$ cat src/rtl/uart_pkg.sv
// Shared types and defaults for the UART receive buffer controller.
// The optional interrupt output of the controller is enabled with UART_RX_IRQ_EN.
package uart_pkg;

    typedef enum logic [1:0] {
        IDLE  = 2'd0,
        FLAG  = 2'd1,
        WAIT  = 2'd2,
        CLEAR = 2'd3
    } rx_state_t;

    localparam int UART_DATA_W = 8;
    localparam int UART_DEPTH  = 4;

    // Width of an occupancy counter that must represent 0..depth inclusive.
    function automatic int count_width(input int depth);
        return $clog2(depth) + 1;
    endfunction

endpackage

$ cat src/rtl/uart_rx_fifo.sv
// Small first-word-fall-through FIFO for received UART words; head is always visible on dout.
// A push on a full FIFO is accepted only when a pop happens in the same cycle.
module uart_rx_fifo #(
    parameter int DATA_W = 8,
    parameter int DEPTH  = 4
) (
    input  logic                     clk_i,
    input  logic                     rst_i,
    input  logic                     push,
    input  logic                     pop,
    input  logic [DATA_W-1:0]        din,
    output logic [DATA_W-1:0]        dout,
    output logic                     full,
    output logic                     empty,
    output logic [$clog2(DEPTH):0]   count
);

    localparam int PTR_W = $clog2(DEPTH);
    localparam logic [PTR_W:0] FULL_CNT = (PTR_W + 1)'(DEPTH);

    logic [DATA_W-1:0] mem_q [DEPTH];
    logic [PTR_W-1:0]  wr_ptr_q, wr_ptr_d;
    logic [PTR_W-1:0]  rd_ptr_q, rd_ptr_d;
    logic [PTR_W:0]    count_q, count_d;
    logic              do_push, do_pop;

    assign empty  = (count_q == '0);
    assign full   = (count_q == FULL_CNT);
    assign do_pop = pop && !empty;
    // A slot freed by a simultaneous pop can take the incoming word.
    assign do_push = push && (!full || do_pop);

    assign dout  = mem_q[rd_ptr_q];
    assign count = count_q;

    always_comb begin
        wr_ptr_d = wr_ptr_q;
        rd_ptr_d = rd_ptr_q;
        count_d  = count_q;
        if (do_push) begin
            wr_ptr_d = wr_ptr_q + 1'b1;
        end
        if (do_pop) begin
            rd_ptr_d = rd_ptr_q + 1'b1;
        end
        case ({do_push, do_pop})
            2'b10:   count_d = count_q + 1'b1;
            2'b01:   count_d = count_q - 1'b1;
            default: count_d = count_q;
        endcase
    end

    always_ff @(posedge clk_i) begin
        if (rst_i) begin
            wr_ptr_q <= '0;
            rd_ptr_q <= '0;
            count_q  <= '0;
        end else begin
            wr_ptr_q <= wr_ptr_d;
            rd_ptr_q <= rd_ptr_d;
            count_q  <= count_d;
        end
    end

    // Storage carries no reset; the pointers alone define which entries are valid.
    always_ff @(posedge clk_i) begin
        if (do_push) begin
            mem_q[wr_ptr_q] <= din;
        end
    end

endmodule

$ cat src/rtl/uart_rx_buffer_ctrl.sv
// UART receive controller: buffers words, hands them one at a time to the data register,
// and handshakes new_rx with software. Define UART_RX_IRQ_EN to add the irq_o pulse output.
module uart_rx_buffer_ctrl
    import uart_pkg::*;
#(
    parameter int DATA_W = UART_DATA_W,
    parameter int DEPTH  = UART_DEPTH
) (
    input  logic                     clk_i,
    input  logic                     rst_i,
    input  logic                     rx_data_rdy,
    input  logic [DATA_W-1:0]        rx_data,
    input  logic                     rx_ack_i,
    output logic                     wr2,
    output logic                     hold_ctrl,
    output logic [DATA_W-1:0]        data_o,
    output logic                     we_reg_control,
    output logic                     new_rx,
    output logic                     overrun_o,
`ifdef UART_RX_IRQ_EN
    output logic                     irq_o,
`endif
    output logic [$clog2(DEPTH):0]   fifo_count_o
);

    rx_state_t         state_q, state_d;
    logic              fifo_pop;
    logic              fifo_full;
    logic              fifo_empty;
    logic [DATA_W-1:0] fifo_dout;
    logic              overrun_event;
    logic              overrun_q, overrun_d;
    logic              new_rx_q, new_rx_d;

    uart_rx_fifo #(
        .DATA_W (DATA_W),
        .DEPTH  (DEPTH)
    ) u_fifo (
        .clk_i  (clk_i),
        .rst_i  (rst_i),
        .push   (rx_data_rdy),
        .pop    (fifo_pop),
        .din    (rx_data),
        .dout   (fifo_dout),
        .full   (fifo_full),
        .empty  (fifo_empty),
        .count  (fifo_count_o)
    );

    always_comb begin
        state_d        = state_q;
        fifo_pop       = 1'b0;
        wr2            = 1'b0;
        hold_ctrl      = 1'b0;
        data_o         = '0;
        we_reg_control = 1'b0;
        case (state_q)
            IDLE: begin
                if (!fifo_empty) begin
                    fifo_pop  = 1'b1;
                    wr2       = 1'b1;
                    hold_ctrl = 1'b1;
                    data_o    = fifo_dout;
                    state_d   = FLAG;
                end
            end
            FLAG: begin
                we_reg_control = 1'b1;
                state_d        = WAIT;
            end
            WAIT: begin
                if (rx_ack_i) begin
                    state_d = CLEAR;
                end
            end
            CLEAR: begin
                we_reg_control = 1'b1;
                state_d        = IDLE;
            end
            default: state_d = IDLE;
        endcase
    end

    // A word arriving on a full FIFO is lost unless the FSM frees a slot this cycle.
    assign overrun_event = rx_data_rdy && fifo_full && !fifo_pop;

    always_comb begin
        overrun_d = overrun_q;
        if (rx_ack_i) begin
            overrun_d = 1'b0;
        end
        if (overrun_event) begin
            overrun_d = 1'b1;
        end
        new_rx_d = (state_d == FLAG) || (state_d == WAIT);
    end

    always_ff @(posedge clk_i) begin
        if (rst_i) begin
            state_q   <= IDLE;
            overrun_q <= 1'b0;
            new_rx_q  <= 1'b0;
        end else begin
            state_q   <= state_d;
            overrun_q <= overrun_d;
            new_rx_q  <= new_rx_d;
        end
    end

    assign new_rx    = new_rx_q;
    assign overrun_o = overrun_q;

`ifdef UART_RX_IRQ_EN
    logic irq_q, irq_d;

    assign irq_d = ((state_d == FLAG) && (state_q != FLAG)) || (overrun_d && !overrun_q);

    always_ff @(posedge clk_i) begin
        if (rst_i) begin
            irq_q <= 1'b0;
        end else begin
            irq_q <= irq_d;
        end
    end

    assign irq_o = irq_q;
`endif

endmodule

$ cat config.mk
export PLATFORM = sky130hd
export DESIGN_NAME = uart_rx_buffer_ctrl
export DESIGN_NICKNAME = d
export VERILOG_FILES = /design/src/rtl/uart_pkg.sv /design/src/rtl/uart_rx_fifo.sv /design/src/rtl/uart_rx_buffer_ctrl.sv
export SDC_FILE = /design/constraint.sdc
export NUM_CORES = 1
export LEC_CHECK = 0
export BUFFER_PORTS_ARGS = -buffer_cell sky130_fd_sc_hd__buf_2
export CORE_MARGIN = 5
export CORE_UTILIZATION = 60
export CTS_BUF_LIST = sky130_fd_sc_hd__clkbuf_8
export DETAILED_ROUTE_END_ITERATION = 12
export PLACE_DENSITY = 0.89
export SETUP_SLACK_MARGIN = 0.2
export SYNTH_ARGS = -nofsm -noshare
export SYNTH_HDL_FRONTEND = slang
export SYNTH_HIERARCHICAL = 1
export SYNTH_SLANG_ARGS = --single-unit
$ cat constraint.sdc
create_clock -name clk_i -period 4.32 [get_ports clk_i]
set_clock_uncertainty 0.15 [all_clocks]
set_input_delay 0 -clock clk_i [delete_from_list [all_inputs] [get_ports clk_i]]
set_output_delay 0 -clock clk_i [all_outputs]
set_load 0.1 [all_outputs]
## Word-level counts from Yosys, hierarchy flattened

Memories as Yosys holds them, arrays and structs flattened. A register that Yosys moved wholly into a read port is not among the register bits.
Index checks and enable logic that the tools add are counted.

| storage, ports and cells | value |
|---|---|
| output and inout port bits | 16 |
| memories | 1 |
| register bits | 11 |
| memory bits (writable) | 32 |
| bits of input ports | 12 |

| operators by class | value |
|---|---|
| multiplexer cells | 15 |
| reduce and logical (&&, ||, !) cells | 14 |
| equality and inequality tests | 8 |
| add/sub/neg operators | 4 |

Memory list:

| name | words | width | read ports | clocked after Yosys merged registers in | wr ports | line | source |
|---|---|---|---|---|---|---|---|
| u_fifo.mem_q | 4 | 8 | 1 | 1 | 1 | uart_rx_fifo.sv:21 | `logic [DATA_W-1:0] mem_q [DEPTH];` |

Operators by type and width:

| kind | number |
|---|---|
| 8-bit 2-to-1 mux | 2 |
| 2-bit == test, second input constant | 4 |
| 2-bit 2-to-1 mux | 4 |
| 2-bit case mux with 4 select lines | 1 |
| 1-bit 2-to-1 mux | 7 |
| 2-bit by 1-bit == test with 1-bit output, second input constant | 3 |
| 3-bit case mux with 2 select lines | 1 |
| 2-bit by 1-bit adder with 2-bit output, second input constant | 2 |
| 1-bit logical AND | 4 |
| 2-bit nonzero test | 2 |
| 3-bit by 1-bit adder with 3-bit output, second input constant | 1 |
| 3-bit == test, second input constant | 1 |
| 1-bit zero test | 3 |
| 3-bit zero test | 1 |
| 3-bit by 1-bit subtractor with 3-bit output, second input constant | 1 |
| 2-bit zero test | 1 |
| 1-bit logical OR | 2 |
| 2-bit OR reduction | 1 |

## Logic depth before layout (Yosys ltp)

Gate-level depths: netlist of the first run.

| logic depth | value |
|---|---|
| depth after elaboration | 8 |
| mapped depth | 10 |
| depth with buffers taken out | 10 |

## Cells and area by module

The synthesis of the first run kept the hierarchy.

By module, submodules not included:

| module | area each (um2) | times used | cells an instance |
|---|---|---|---|
| uart_rx_fifo | 1,691.6 | 1 | 101 |
| uart_rx_buffer_ctrl | 286.5 | 1 | 32 |

## Worst setup path after synthesis of the first run

Ideal clock, no wire load.

| timing path | value |
|---|---|
| path type | register to register |
| from | register u_fifo.count_q[0], in the netlist u_fifo/count[0] |
| to | register u_fifo.count_q[2], in the netlist u_fifo/count[2] |
| period minus slack after synthesis | 3,628 ps |
| setup time | 123 ps |
| path slack | 692 ps |
| cell stages (with the launch flop) | 11 |
| buffers on the path | 1 |
| data arrival time | 3,355 ps |
| cell sequence | dfxtp_1 > buf_6 > nor3_1 > nand2b_2 > inv_2 > o31a_1 > nand2b_1 > fa_1 > nand2b_1 > o31ai_2 > mux2_1 |

| on the way | value |
|---|---|
| word-level cells in the longest chain between the ends | 8 |
| elaborated cells on any way between the ends | 15 |
| those cells by class | add/sub: 2; eq/ne: 3; mux: 3; reduce/logical: 7 |

Ends and longest elaborated chain:

| element | line | source |
|---|---|---|
| start: declaration | uart_rx_fifo.sv:24 | `logic [PTR_W:0] count_q, count_d;` |
| start signal: assignment | uart_rx_fifo.sv:61 | `count_q <= count_d;` |
| 3-bit zero test (*) | uart_rx_fifo.sv:27 | `assign empty = (count_q == '0);` |
| named net fifo_empty | uart_rx_buffer_ctrl.sv:29 | `logic fifo_empty;` |
| 1-bit 2-to-1 mux (*) (2 in a row) | -- |  |
| named net hold_ctrl | uart_rx_buffer_ctrl.sv:15 | `output logic hold_ctrl,` |
| 1-bit logical AND (*) | uart_rx_fifo.sv:29 | `assign do_pop = pop && !empty;` |
| 1-bit logical OR | uart_rx_fifo.sv:31 | `assign do_push = push && (!full \|\| do_pop);` |
| 1-bit logical AND | uart_rx_fifo.sv:31 |  |
| 2-bit by 1-bit == test with 1-bit output or 2-bit == test (tied branches) | uart_rx_fifo.sv:46 | `case ({do_push, do_pop})` |
| 3-bit case mux with 2 select lines or 2-bit nonzero test (tied branches) | -- |  |

The timed path passes the listed nets; every way through them passes the cells marked *.
A chain may end at the register's enable or synchronous reset.

## Final worst setup path of the first run

| timing path | value |
|---|---|
| from | register u_fifo.count_q[0], in the netlist u_fifo/count[0] |
| to | register u_fifo.count_q[2], in the netlist u_fifo/count[2] |

| on the way | value |
|---|---|
| word-level cells in the longest chain between the ends | 8 |
| elaborated cells on any way between the ends | 15 |
| those cells by class | add/sub: 2; eq/ne: 3; mux: 3; reduce/logical: 7 |

Ends and longest elaborated chain:

| element | line | source |
|---|---|---|
| 3-bit zero test (*) | uart_rx_fifo.sv:27 |  |
| named net fifo_empty | uart_rx_buffer_ctrl.sv:29 |  |
| 1-bit 2-to-1 mux | uart_rx_buffer_ctrl.sv:59 | `if (!fifo_empty) begin` |
| 1-bit 2-to-1 mux | uart_rx_buffer_ctrl.sv:57 | `case (state_q)` |
| 1-bit logical AND (*) | uart_rx_fifo.sv:29 |  |
| 1-bit logical OR | uart_rx_fifo.sv:31 |  |
| 1-bit logical AND | uart_rx_fifo.sv:31 |  |
| 2-bit by 1-bit == test with 1-bit output or 2-bit == test (tied branches) | uart_rx_fifo.sv:46 |  |
| 3-bit case mux with 2 select lines or 2-bit nonzero test (tied branches) | -- |  |

Marks and branches as above.

==> results.md, run 1 <==
- Of the total power, the clock network draws 0.190.
- Measured along the y axis, the die boundary spans 67.42 um.
- The worst hold margin is 0.06506 ns.
- The internal portion of the total power is 0.8721 mW.
- During placement, the flow inserted port buffers numbering 27.
- After floorplanning, the core was sized to cover 0.003103 mm2.
- Yosys printed 6 warnings.
- The tree is rooted in a sky130_fd_sc_hd__clkbuf_8.
- In the routed design, unresolved DRC markers number 0.
- The classification of the worst setup path is reg2reg.
- The share of total power in sequential cells is 0.341.
- The placed standard-cell area is 0.002132 mm2.
- The number of vias after detailed routing is 1155.
- The wire length of the first global-routing pass is 5844 um.
- Timing would allow up to 352.3 MHz.
- The layout filler cell count is 209.
- Data on the critical path arrives at its endpoint at approximately 2.9 ns.
- Averaged over all synthesized cells, the footprint is about 15 um2.
- After the first detailed-routing iteration, the DRC count stood at 60.
- The initial antenna violation count is 0.
- STA classifies the critical path endpoint as a flip-flop.
- The share of total power dissipated in combinational logic is 0.469.
- The completed layout was analyzed and its total power is between 1.5 and 2 mW.
- The flow ran to the end, and the final reports show no timing, DRC or antenna violations.
- The biggest area contributor in the post-synthesis netlist is sky130_fd_sc_hd__edfxtp_1.
- In this run the power density over the cells is 700.9 mW/mm2.
- Buffers inserted during clock tree synthesis total 5.
- The number of ports placed on the die boundary is 28.
- The insertion delay to the later sink of the worst-skew pair is 0.29 ns.
- Data on the critical path is required at its endpoint by 4.36 ns.
- The startpoint type of the worst setup path is a flip-flop.
- After routing the design area is approximately 0.0024 mm2.
- The static leakage is 0.9038 nW.
- The estimated wirelength of the detail-placed design is ~2400 um.
- Using the TritonRoute via totals, the vias-per-cell ratio works out to between 5 and 6.
- Setup violations remaining at the end of the flow were counted as 0.
- The library cells used most frequently in the layout, excluding fill and tap cells, are 32 x sky130_fd_sc_hd__edfxtp_1, 27 x sky130_fd_sc_hd__buf_2, 13 x sky130_fd_sc_hd__dfxtp_1, 12 x sky130_fd_sc_hd__and2_1, 11 x sky130_fd_sc_hd__dlygate4sd3_1.
- The switching power is 0.7801 mW.
- In the finished design, the share of the clock period the worst path needs comes to 0.6571.
- After layout, the worst setup slack is ~1.5 ns.
- Counting every net in the synthesized netlist gives 154.
- The clock period minus worst slack is 2.839 ns.
- The horizontal die dimension is 67.42 um.
- Max-cap violations in this run came to 0.
- Once the clock tree was built, the resizer swapped 0 gates to a different size.
- The share of post-route cells with drive strength above 1 is 0.3064.
- In the final routed layout, each cell accounts on average for 16.38 um.
- Setup repair after global routing left no endpoint under its margin.
- After clock tree synthesis, the clock-pin slew on the worst setup and hold paths is 0.08 ns.
- The final layout net count is roughly 190.
- The maximum count of clock buffers along a single path is 2.
- The maximum number of pins on one net before global-route repair is 17.
- The detailed-router iteration count before antenna repair is 4.
- The worst pin sits at a relative slew slack of 0.6354.
- The detail route stage leaves a number of antenna-violating nets equal to 0.
- The die area is 0.004545 mm2.
- The post-synth design cell area is 0.001978 mm2.
- Across every metal layer, demand over resource in global routing totals 0.1853.
- For this configuration, the core starts out at a cell density of 0.6375.
- Routability-driven placement finished with a final weighted congestion of approximately 0.74.
- The number of storage elements in the synthesis netlist is 45.
- The core utilization of the finished layout is 0.7597.
- In this run the worst path has a maximum fanout of 16.
- The repair_antennas step left the layout with diodes totalling 0.
- The worst vdd rail ir drop is 0.5297 mV.
- TritonCTS built the clock tree.
- The number of hold violations in the final report came to 0.
- CTS built an H-tree with a depth of 2.
- Of the total power, the share spent switching nets is 0.4722.
- The count of pins over their slew limit is 0.
- For the pin with the worst max-slew slack, the measured transition is 0.5462 ns.
- Sorting the synthesized cells by area gives the leading types as sky130_fd_sc_hd__edfxtp_1 49%, sky130_fd_sc_hd__dfxtp_1 13%, sky130_fd_sc_hd__mux4_2 9.1%, sky130_fd_sc_hd__ha_1 5.1%, sky130_fd_sc_hd__and2_1 3.8%.
- The netlist uses 37 different library cells.
- The post-detailed-routing wire length is 3555 um.
- The minimum setup slack after placement is 1.518 ns.
- The total number of placement rows is 20.
- The clock drives 45 sinks.
- The via count of the first global-routing pass was 1214.
- Leaving out fill and tap cells, the most frequent cell in the layout is sky130_fd_sc_hd__edfxtp_1.
- After clock tree synthesis, the setup repair step added 0 buffers.
- After detailed placement, the design holds a cell count of 198.
- The min-delay analysis places its worst path in the category in2reg.
- The leftover overflow at the end of global routing is 0.
- Adding up every negative setup slack in the final design gives 0 ns.
- The sequential-to-total area share from yosys stat is 0.6173.
- The count of cells in the finished layout, fillers not included, comes to 217.
- In the synthesized netlist, the number of instances is 133.
- The share of synthesized area in the top cell type comes to 0.4858.
- The area growth from synthesis to layout is 19.17%.
==> power groups by stage <==
stage / clock network, mW / logic, mW / registers [mW]
after floorplan: 0 / 0.606 / 0.626
after global placement: 0 / 0.745 / 0.570
after detailed placement: 0 / 0.766 / 0.574
after CTS: 0.320 / 0.775 / 0.564
after global routing: 0.344 / 0.813 / 0.572
final: 0.313 / 0.775 / 0.564
==> sequential cells by signal (all words and copies together) (netlist names), named ones only <==
register and cells:
overrun_o 1, new_rx 1, u_fifo/count 3, u_fifo/mem_q 32, u_fifo/wr_ptr_q 2, state_q 2, u_fifo/rd_ptr_q 2
==> cell type report <==
cell class	instances	area, um2	area share
Multi-Input combinational cell	72	683.2	0.2898
Tap cell	44	55.05	0.02335
Timing Repair Buffer	38	245.2	0.1040
Clock buffer	5	68.82	0.02919
Clock inverter	3	46.29	0.01964
Sequential cell	45	1221	0.5180
Inverter	10	37.54	0.01592
==> metal layers <==
layer / global-route usage / wire (um) / vias to the layer above
met4: 0.09114 / 72 / 0
met5: 0 / 0 / -
met2: 0.3362 / 2005 / 27
li1: - / - / 553
met1: 0.1935 / 1316 / 569
met3: 0.05491 / 160 / 6
==> what timing repair did <==
item | CTS | global route
hold buffers | 11 | 0
setup endpoints to repair | 0 | 0
endpoints found under the hold margin | 45 | 0
==> synthesized netlist by cell type, drive strengths merged <==
| cell | instances |
|---|---|
| o31ai | 1 |
| nand2b | 4 |
| xor2 | 3 |
| a221oi | 1 |
| nor2b | 3 |
| nor2 | 9 |
| inv | 10 |
| dfxtp | 13 |
| mux2 | 2 |
| mux2i | 1 |
| or2 | 2 |
| buf | 6 |
| mux4 | 8 |
| nand3 | 2 |
| o2111ai | 1 |
| edfxtp | 32 |
| ha | 8 |
| nor3 | 2 |
| a31oi | 1 |
| a32oi | 1 |
| o31a | 1 |
| nor4b | 1 |
| fa | 1 |
| nand2 | 2 |
| nand3b | 1 |
| xnor2 | 2 |
| o21ai | 1 |
| o211ai | 1 |
| a211oi | 1 |
| and2 | 12 |
==> logic make-up after synthesis <==
kind of cell / after synthesis / synth area share
mux: 11 / 0.1094
simple gates: 38 / 0.1113
xor+xnor: 5 / 0.02214
flops: 45 / 0.6173
buf+inv: 16 / 0.03732
fa+ha+maj: 9 / 0.06072
compound gates: 9 / 0.04175
==> final timing paths <==
check | from | end | slack, ns | cells past startpoint
worst min-delay path | rx_data_rdy | u_fifo/count[0] | 0.07 | 3
worst min register to register | u_fifo/rd_ptr_q[0] | u_fifo/rd_ptr_q[0] | 0.40 | 2
worst max register to register | u_fifo/count[0] | u_fifo/count[2] | 1.48 | 9
worst max-delay path | u_fifo/count[0] | u_fifo/count[2] | 1.48 | 9
==> worst max-delay path: stages, from the launching register on <==
cell,delay [ns]
sky130_fd_sc_hd__dfxtp_1,0.51
sky130_fd_sc_hd__nor3_1,0.11
sky130_fd_sc_hd__nand2b_2,0.23
sky130_fd_sc_hd__inv_2,0.23
sky130_fd_sc_hd__o31a_1,0.31
sky130_fd_sc_hd__nand2b_1,0.11
sky130_fd_sc_hd__fa_1,0.38
sky130_fd_sc_hd__nand2b_1,0.16
sky130_fd_sc_hd__o31ai_2,0.19
sky130_fd_sc_hd__mux2_1,0.33
No activity file was read; power rests on OpenSTA's default activity.
==> inputs of run 2 (changes only) <==
--- a/config.mk
+++ b/config.mk
@@ -7,10 +7,10 @@
 export LEC_CHECK = 0
 export BUFFER_PORTS_ARGS = -buffer_cell sky130_fd_sc_hd__buf_2
 export CORE_MARGIN = 5
-export CORE_UTILIZATION = 60
+export CORE_UTILIZATION = 53
 export CTS_BUF_LIST = sky130_fd_sc_hd__clkbuf_8
 export DETAILED_ROUTE_END_ITERATION = 12
-export PLACE_DENSITY = 0.89
+export PLACE_DENSITY = 0.84
 export SETUP_SLACK_MARGIN = 0.2
 export SYNTH_ARGS = -nofsm -noshare
 export SYNTH_HDL_FRONTEND = slang
==> constraint.sdc (replaced) <==
create_clock -name clk_i -period 2.55 [get_ports clk_i]
set_clock_uncertainty 0.15 [all_clocks]
set_input_delay 0 -clock clk_i [delete_from_list [all_inputs] [get_ports clk_i]]
set_output_delay 0 -clock clk_i [all_outputs]
set_load 0.1 [all_outputs]
==> run 2 against run 1 <==
Worst hold slack better by 0.0019 ns; fmax up 26%; clock power up 44%; die area up 11%; worst setup slack worse by 1.2 ns; clock-buffer cell count unchanged; core utilization down 8.9 points; first-iteration DRC count down 8.3%; sequential cell count unchanged; power up 72%; combinational power up 83%; sequential share of layout area down 1.1 points; critical path type unchanged; critical endpoint unchanged; largest cell class unchanged; highest routed layer unchanged.
==> results.md, run 2 (synthesis gave the netlist of run 1 again) <==
- STA classifies the critical path endpoint as a flip-flop.
- During placement, the flow inserted port buffers numbering 27.
- The area growth from synthesis to layout is 23.15%.
- The met1 routed wirelength after detailed routing is 1304 um.
- The count of cells along the worst register-to-register path is 10.
- Counting instances, the worst hold path has a depth of 3.
- The sum of met3 wire segment lengths after detailed routing is roughly 180 um.
- The post-detailed-route wirelength per cell is around 16 um.
- The longest clock path from root to sink contains 2 buffers.
- The number of hold violations in the final report was 0.
- In this run the power density over the cells is about 1200 mW/mm2.
- The region available for standard cell placement spans between 0.003 and 0.004 mm2.
- Across the run, the number of max-cap violations was 0.
- In this run the critical register-to-register path is captured at u_fifo/count[2].
- The die area is 0.005054 mm2.
- The initial antenna violation count is 0.
- The register with the most flip-flops in the layout has 32 of them.
- Setup total negative slack on the finished layout was measured at 0 ns.
- The startpoint type of the worst setup path is a flip-flop.
- More flip-flops sit in one register than any other, and that register is u_fifo/mem_q.
- The count of pins over their slew limit came to 0.
- The maximum number of pins on one net before global-route repair is 17.
- Routability-driven placement finished with a final weighted congestion of ~0.73.
- The most common cell after layout, fill and taps aside is sky130_fd_sc_hd__edfxtp_1.
- The upper clock frequency limit is 442.3 MHz.
- The arrival time of data at the critical path endpoint is 2.30 ns.
- The insertion delay to the later sink of the worst-skew pair is 0.30 ns.
- Routed signal wires occupy layers up through met4.
- Clock-pin slew was measured on the worst setup and hold paths at 0.08 ns.
- The startpoint of the lowest-slack hold path is rx_data_rdy.
- The core utilization of the finished layout is 0.6705.
- At the pin with the least slew margin, the transition time is 0.5690 ns.
- The TritonCTS clock tree is yes.
- For the worst setup path, the data required time is about 2.6 ns.
- The clock buffer count from CTS is 5.
- The path class of the lowest-slack min-delay path is in2reg.
- The via count of the first global-routing pass was 1241.
- The run finished with clean final reports.
- The top cell types in the final layout, fill and taps aside, are 32 x sky130_fd_sc_hd__edfxtp_1, 27 x sky130_fd_sc_hd__buf_2, 12 x sky130_fd_sc_hd__and2_1, 11 x sky130_fd_sc_hd__dlygate4sd3_1.
- Summed over all nets, wire length on met2 after detailed routing comes to between 2000 and 2500 um.
- The worst vdd rail ir drop is roughly 0.59 mV.
- The static leakage is 0.9427 nW.
- At the end of the flow, the number of nets in the layout was just under 200.
- The worst pin sits at a relative slew slack of 0.6202.
- The H-tree was split into 2 levels.
- The setup-violating endpoint count in the final report is 0.
- Dividing the final minimum period by the clock period gives 0.8866.
- The share of post-route cells with drive strength above 1 is 0.3807.
- The count of nets left with antenna violations once routing finished came out at 0.
- The starting density of the core is 0.5444.
- The routed layout has 1191 vias.
- Setup repair after global routing could not meet its margin everywhere.
- The post-detailed-routing wire length is between 3000 and 4000 um.
- The wire length of the first global-routing pass is 6009 um.
- After detailed routing, the number of vias per cell comes to 5.317.
- For flop-to-flop paths, the worst setup slack is 0.29 ns.
- The highest fanout seen on the critical path is 6.
- 28 I/O pins were placed.
- The path with the worst hold slack has its endpoint at u_fifo/count[0].
- CTS saw 45 sinks.
- In the routed design, unresolved DRC markers number 0.
- The horizontal die dimension is 71.09 um.
- The clock period minus worst slack is roughly 2.3 ns.
- The detailed-router iteration count before antenna repair is 4.
- The cell chosen for the clock root is sky130_fd_sc_hd__clkbuf_8.
- The total overflow left after global routing is 0.
- The first routing iteration left 55 violations.
- The number of antenna diodes is 0.
- The total number of placement rows is 22.
- The worst reg2reg path startpoint is state_q[0].
- The setup path with the least slack is of type reg2reg.
- The global routing usage summed across all routing layers is 0.1596.
- The estimated wirelength of the detail-placed design is approximately 2500 um.
- The die is 71.09 um tall.
run 2: changes by cell type in the layout (fill, tap and decap cells not counted), sizes merged:
cell,delta
buf,+3
bufinv,-1
clkinv,-1
inv,+2
run 2: area by class of cell:
type | instances | area [um2]
Clock buffer | 5 | 68.82
Clock inverter | 3 | 25.02
Fill cell | 288 | 1197
Inverter | 10 | 50.05
Multi-Input combinational cell | 72 | 728.2
Sequential cell | 45 | 1236
Tap cell | 48 | 60.06
Timing Repair Buffer | 41 | 267.8
run 2: worst max-delay path by stage:
stage          slack (ns)               to  depth (start not counted)       startpoint
2_1_floorplan       -0.13  u_fifo/count[2]                         10  u_fifo/count[0]
3_3_place_gp         0.21  u_fifo/count[2]                         10       state_q[0]
3_5_place_dp         0.09  u_fifo/count[2]                         10       state_q[0]
4_1_cts              0.21  u_fifo/count[2]                         10       state_q[1]
5_1_grt              0.18  u_fifo/count[2]                         10       state_q[0]
6_report             0.29  u_fifo/count[2]                         10       state_q[0]
run 2: routing by layer:
metal  vias to the layer above  global-route usage
li1                        560                   -
met1                       591              0.1723
met2                        30              0.2812
met3                        10             0.04972
met4                         0             0.07933
met5                         -                   0
run 2: stage by stage:
| step | cells | hold slack (ns) | instance area, um2 | power, mW | worst slack (ns) |
|---|---|---|---|---|---|
| finish | 224 | 0.06697 | 2436 | 2.847 | 0.2893 |
| global route | 224 | 0.08043 | 2436 | 2.984 | 0.1850 |
| CTS | 223 | 0.05183 | 2416 | 2.826 | 0.2078 |
| detailed placement | 203 | 0.07226 | 2188 | 2.335 | 0.08968 |
| global placement | 203 | 0.06032 | 2188 | 2.289 | 0.2140 |
| floorplan | 133 | -0.07839 | 2022 | 2.145 | -0.1261 |
run 2: power by group:
group          internal [mW]  switching (mW)  leakage (nW)
registers              0.885          0.0913         0.403
logic                  0.390            1.03         0.495
clock network          0.199           0.251        0.0452
run 2: worst max-delay path, stage by stage, from the launching register on:
cell	delay, ns
sky130_fd_sc_hd__dfxtp_4	0.37
sky130_fd_sc_hd__inv_2	0.08
sky130_fd_sc_hd__ha_4	0.16
sky130_fd_sc_hd__nand2b_4	0.10
sky130_fd_sc_hd__inv_12	0.07
sky130_fd_sc_hd__o31a_1	0.15
sky130_fd_sc_hd__nand2b_1	0.08
sky130_fd_sc_hd__fa_2	0.35
sky130_fd_sc_hd__nand2b_4	0.15
sky130_fd_sc_hd__o31ai_4	0.18
sky130_fd_sc_hd__mux2_4	0.31
run 2: repair_timing:
item | in CTS | in global routing
endpoints found under the hold margin | 45 | 0
pin swaps | 0 | 1
setup buffers | 0 | 2
hold buffers | 12 | 0
resized for setup | 4 | 4
setup endpoints to repair | 2 | 2
==> inputs of run 3 (changes only) <==
--- a/config.mk
+++ b/config.mk
@@ -5,13 +5,14 @@
 export SDC_FILE = /design/constraint.sdc
 export NUM_CORES = 1
 export LEC_CHECK = 0
-export BUFFER_PORTS_ARGS = -buffer_cell sky130_fd_sc_hd__buf_2
+export BUFFER_PORTS_ARGS = -buffer_cell sky130_fd_sc_hd__buf_4
 export CORE_MARGIN = 5
 export CORE_UTILIZATION = 53
 export CTS_BUF_LIST = sky130_fd_sc_hd__clkbuf_8
 export DETAILED_ROUTE_END_ITERATION = 12
 export PLACE_DENSITY = 0.84
 export SETUP_SLACK_MARGIN = 0.2
+export SLEW_MARGIN = 20
 export SYNTH_ARGS = -nofsm -noshare
 export SYNTH_HDL_FRONTEND = slang
 export SYNTH_HIERARCHICAL = 1
==> run 3 against run 2 <==
Via count is 0.67% lower; critical path depth unchanged; core utilization rose by 2.3 points; first-iteration DRC count is 31% higher; critical path type unchanged; highest routed layer unchanged; fmax shrank 1.7%; register-to-register slack worse by 0.04 ns; cell count rose by 1.3%.
==> results.md, run 3 (synthesis gave the netlist of run 1 again) <==
- The library cell used most frequently in the layout, excluding fill and tap cells, is sky130_fd_sc_hd__buf_4.
- The number of hold violations in the final report is 0.
- After detailed routing, the average wire length per cell comes to 16.02 um.
- The path class of the lowest-slack min-delay path is in2reg.
- Of the available clock period, the critical path in the final layout requires 0.9023.
- Setup violations remaining at the end of the flow were counted as 0.
- The clock period minus worst slack is 2.301 ns.
- For the worst setup path, the data required time is approximately 2.6 ns.
- The cell-internal power is between 1.5 and 2 mW.
- Setup repair after global routing left no endpoint under its margin.
- The cell depth of the worst hold path is 2.
- The number of nets with antenna violations after routing is 0.
- After the last flow step, the layout net total stands at approximately 200.
- Counting the buffers created by CTS gives 5.
- STA classifies the critical path startpoint as a flip-flop.
- After the flow finishes, the layout carries non-filler instances totaling between 200 and 250.
- From left edge to right edge, the die measures 71.09 um.
- Summed over all layers, the routed wires come to around 3600 um.
- The highest fanout seen on the critical path is 7.
- The upper clock frequency limit is 434.6 MHz.
- The DRC violation count after routing is 0.
- The placer's final routability congestion estimate is between 0.7 and 0.8.
- The count of input and output buffers is 27.
- In the global route stage, overall resource usage came out at 0.1616.
- The critical path runs through a total of 10 cells.
- In this run the static leakage power is 0.9662 nW.
- In this run, the number of DRC markers left after iteration 0 of detailed routing was between 70 and 80.
- The initial utilization of the core area, before any placement, comes to 0.5444.
- The power density over cell area is 1165 mW/mm2.
- Headroom to the max-slew limit came out at 0.6315.
- The number of levels the H-tree was split into is 2.
- Row generation in the floorplan step produced 22 rows.
- The final-layout setup total negative slack is 0 ns.
- The slowest stage of the critical path belongs to the cell sky130_fd_sc_hd__dfxtp_4.
- Of the total power, the clock network draws 0.148.
- The maximum number of pins on one net before global-route repair is 17.
- TritonCTS built the clock tree.
- The count of cells along the worst register-to-register path is 10.
- The clock net in this run drives a total of 45 sinks.
- The endpoint kind of the worst setup timing path is a flip-flop.
- The placeable core region is 0.003633 mm2.
- The switching power as a share of total power is 0.4702.
- The area growth from synthesis to layout is 27.32%.
- The detailed-router iteration count before antenna repair is 4.
- Detailed placement finished with a half-perimeter wire length of 2468 um.
- Traced cell by cell, the critical path runs through inv_2 -> ha_4 -> nand2b_4 -> inv_12 -> o31a_1 -> nand2b_1 -> fa_2 -> nand2b_4 -> o31ai_4 -> mux2_1.
- The via count of the first global-routing pass is 1274.
- In the final layout, the share of cells above drive strength 1 is 0.3855.
- The combinational group share of total power is 0.519.
- The register with the most flip-flops in the layout has 32 of them.
- After detailed routing, the number of vias per cell comes to 5.211.
- The worst hold margin is around 0.30 ns.
- The cell that appears most often on the critical path is sky130_fd_sc_hd__nand2b_4.
- The count of pins over their slew limit was 0.
- The placed standard-cell area is 0.002256 mm2.
- The y dimension of the die is roughly 71 um.
- The arrival time of data at the critical path endpoint is 2.33 ns.
- The final cell area excluding filler cells is 0.002519 mm2.
- VDD sags by at most 0.7334 mV.
- In this design, the largest share of critical-path delay is due to adder cells.
- The analysis attributes to net switching a power of 1.379 mW.
- The largest stage delay on the critical path is 0.37 ns.
- More flip-flops sit in one register than any other, and that register is u_fifo/mem_q.
- The flow ran to the end, and the final reports show no timing, DRC or antenna violations.
- The die area is 0.005054 mm2.
- 0 antenna diodes ended up in the layout.
- The clock passes through at most 2 buffers.
- After global routing the overflow that remains totals 0.
- The slew at the pin with the worst max-slew slack is 0.5520 ns.
- The initial antenna violation count came to 0.
- The cell sitting at the root of the clock tree is a sky130_fd_sc_hd__clkbuf_8.
- The wire length of the first global-routing pass is 6223 um.
- Leaving out fill and tap cells, the most frequent cells in the layout are 33 x sky130_fd_sc_hd__buf_4, 32 x sky130_fd_sc_hd__edfxtp_1, 12 x sky130_fd_sc_hd__and2_1, 11 x sky130_fd_sc_hd__dlygate4sd3_1.
- The worst setup path is of the reg2reg kind.
- For the worst-skew pair, the clock arrives at the later sink with an insertion delay of 0.29 ns.
- The critical path contains buffers and inverters numbering 2 combined.
- Of the total power, registers draw 0.333.
- Fill cells in the final layout number roughly 240.
- The number of ports placed on the die boundary is 28.
- After clock tree synthesis, the clock-pin slew on the worst setup and hold paths is approximately 0.09 ns.
- The number of vias after detailed routing is around 1200.
- The number of placed cells counting well taps is a little over 200.
- Across the run, the number of max-cap violations was 0.
[run 3: per-stage QoR]
stage | utilization | power, mW | worst slack [ns]
final | 0.6932 | 2.933 | 0.2491
after global routing | 0.6932 | 3.079 | 0.1831
after CTS | 0.6798 | 2.874 | 0.2129
after detailed placement | 0.6209 | 2.405 | 0.1015
after global placement | 0.6209 | 2.357 | 0.2125
after floorplan | - | 2.145 | -0.1261
[run 3: layer usage]
layer / vias to the layer above / part of all wire / global-route usage
met5: - / 0 / 0
met4: 0 / 0.023 / 0.06889
met3: 11 / 0.042 / 0.03267
met2: 30 / 0.54 / 0.2853
met1: 573 / 0.39 / 0.1910
li1: 569 / - / -
[run 3: what timing repair did]
action                     in CTS  in global routing
gates resized for setup         4                  3
setup endpoints to repair       1                  1
hold endpoints to repair       45                  0
gates cloned                    0                  0
setup buffers                   0                  5
hold buffers                   11                  0
[run 3: final timing paths]
path | from | endpoint | slack (ns)
max | state_q[0] | u_fifo/count[2] | 0.25
min | rx_data[3] | u_fifo/mem_q[0][3] | 0.30
max reg2reg | state_q[0] | u_fifo/count[2] | 0.25
min reg2reg | u_fifo/count[0] | u_fifo/count[0] | 0.38
[run 3: power groups by stage]
| stage | registers [mW] | clock network, mW | logic (mW) |
|---|---|---|---|
| after CTS | 0.974 | 0.444 | 1.46 |
| after detailed placement | 0.989 | 0 | 1.42 |
| final | 0.977 | 0.434 | 1.52 |
| after floorplan | 1.07 | 0 | 1.08 |
| after global routing | 0.993 | 0.486 | 1.60 |
| after global placement | 0.976 | 0 | 1.38 |
[run 3: worst reg2reg max path: cells and delay by family, from the launching register on]
kind	cells	cell delay [ns]
adders and majority gates	2	0.51
DFF	1	0.37
and+or+nand+nor	3	0.34
muxes	1	0.33
buffers and inverters	2	0.16
AOI/OAI and AO/OA	2	0.33
[run 3: area by class of cell]
cell class	count	area (um2)	share of cell area
clock buffer	5	68.82	0.02732
clock inverter	3	21.27	0.008445
inverter	10	50.05	0.01987
multi-input combinational	72	724.4	0.2876
sequential	45	1236	0.4908
tap	48	60.06	0.02384
timing repair buffer	44	357.8	0.1421
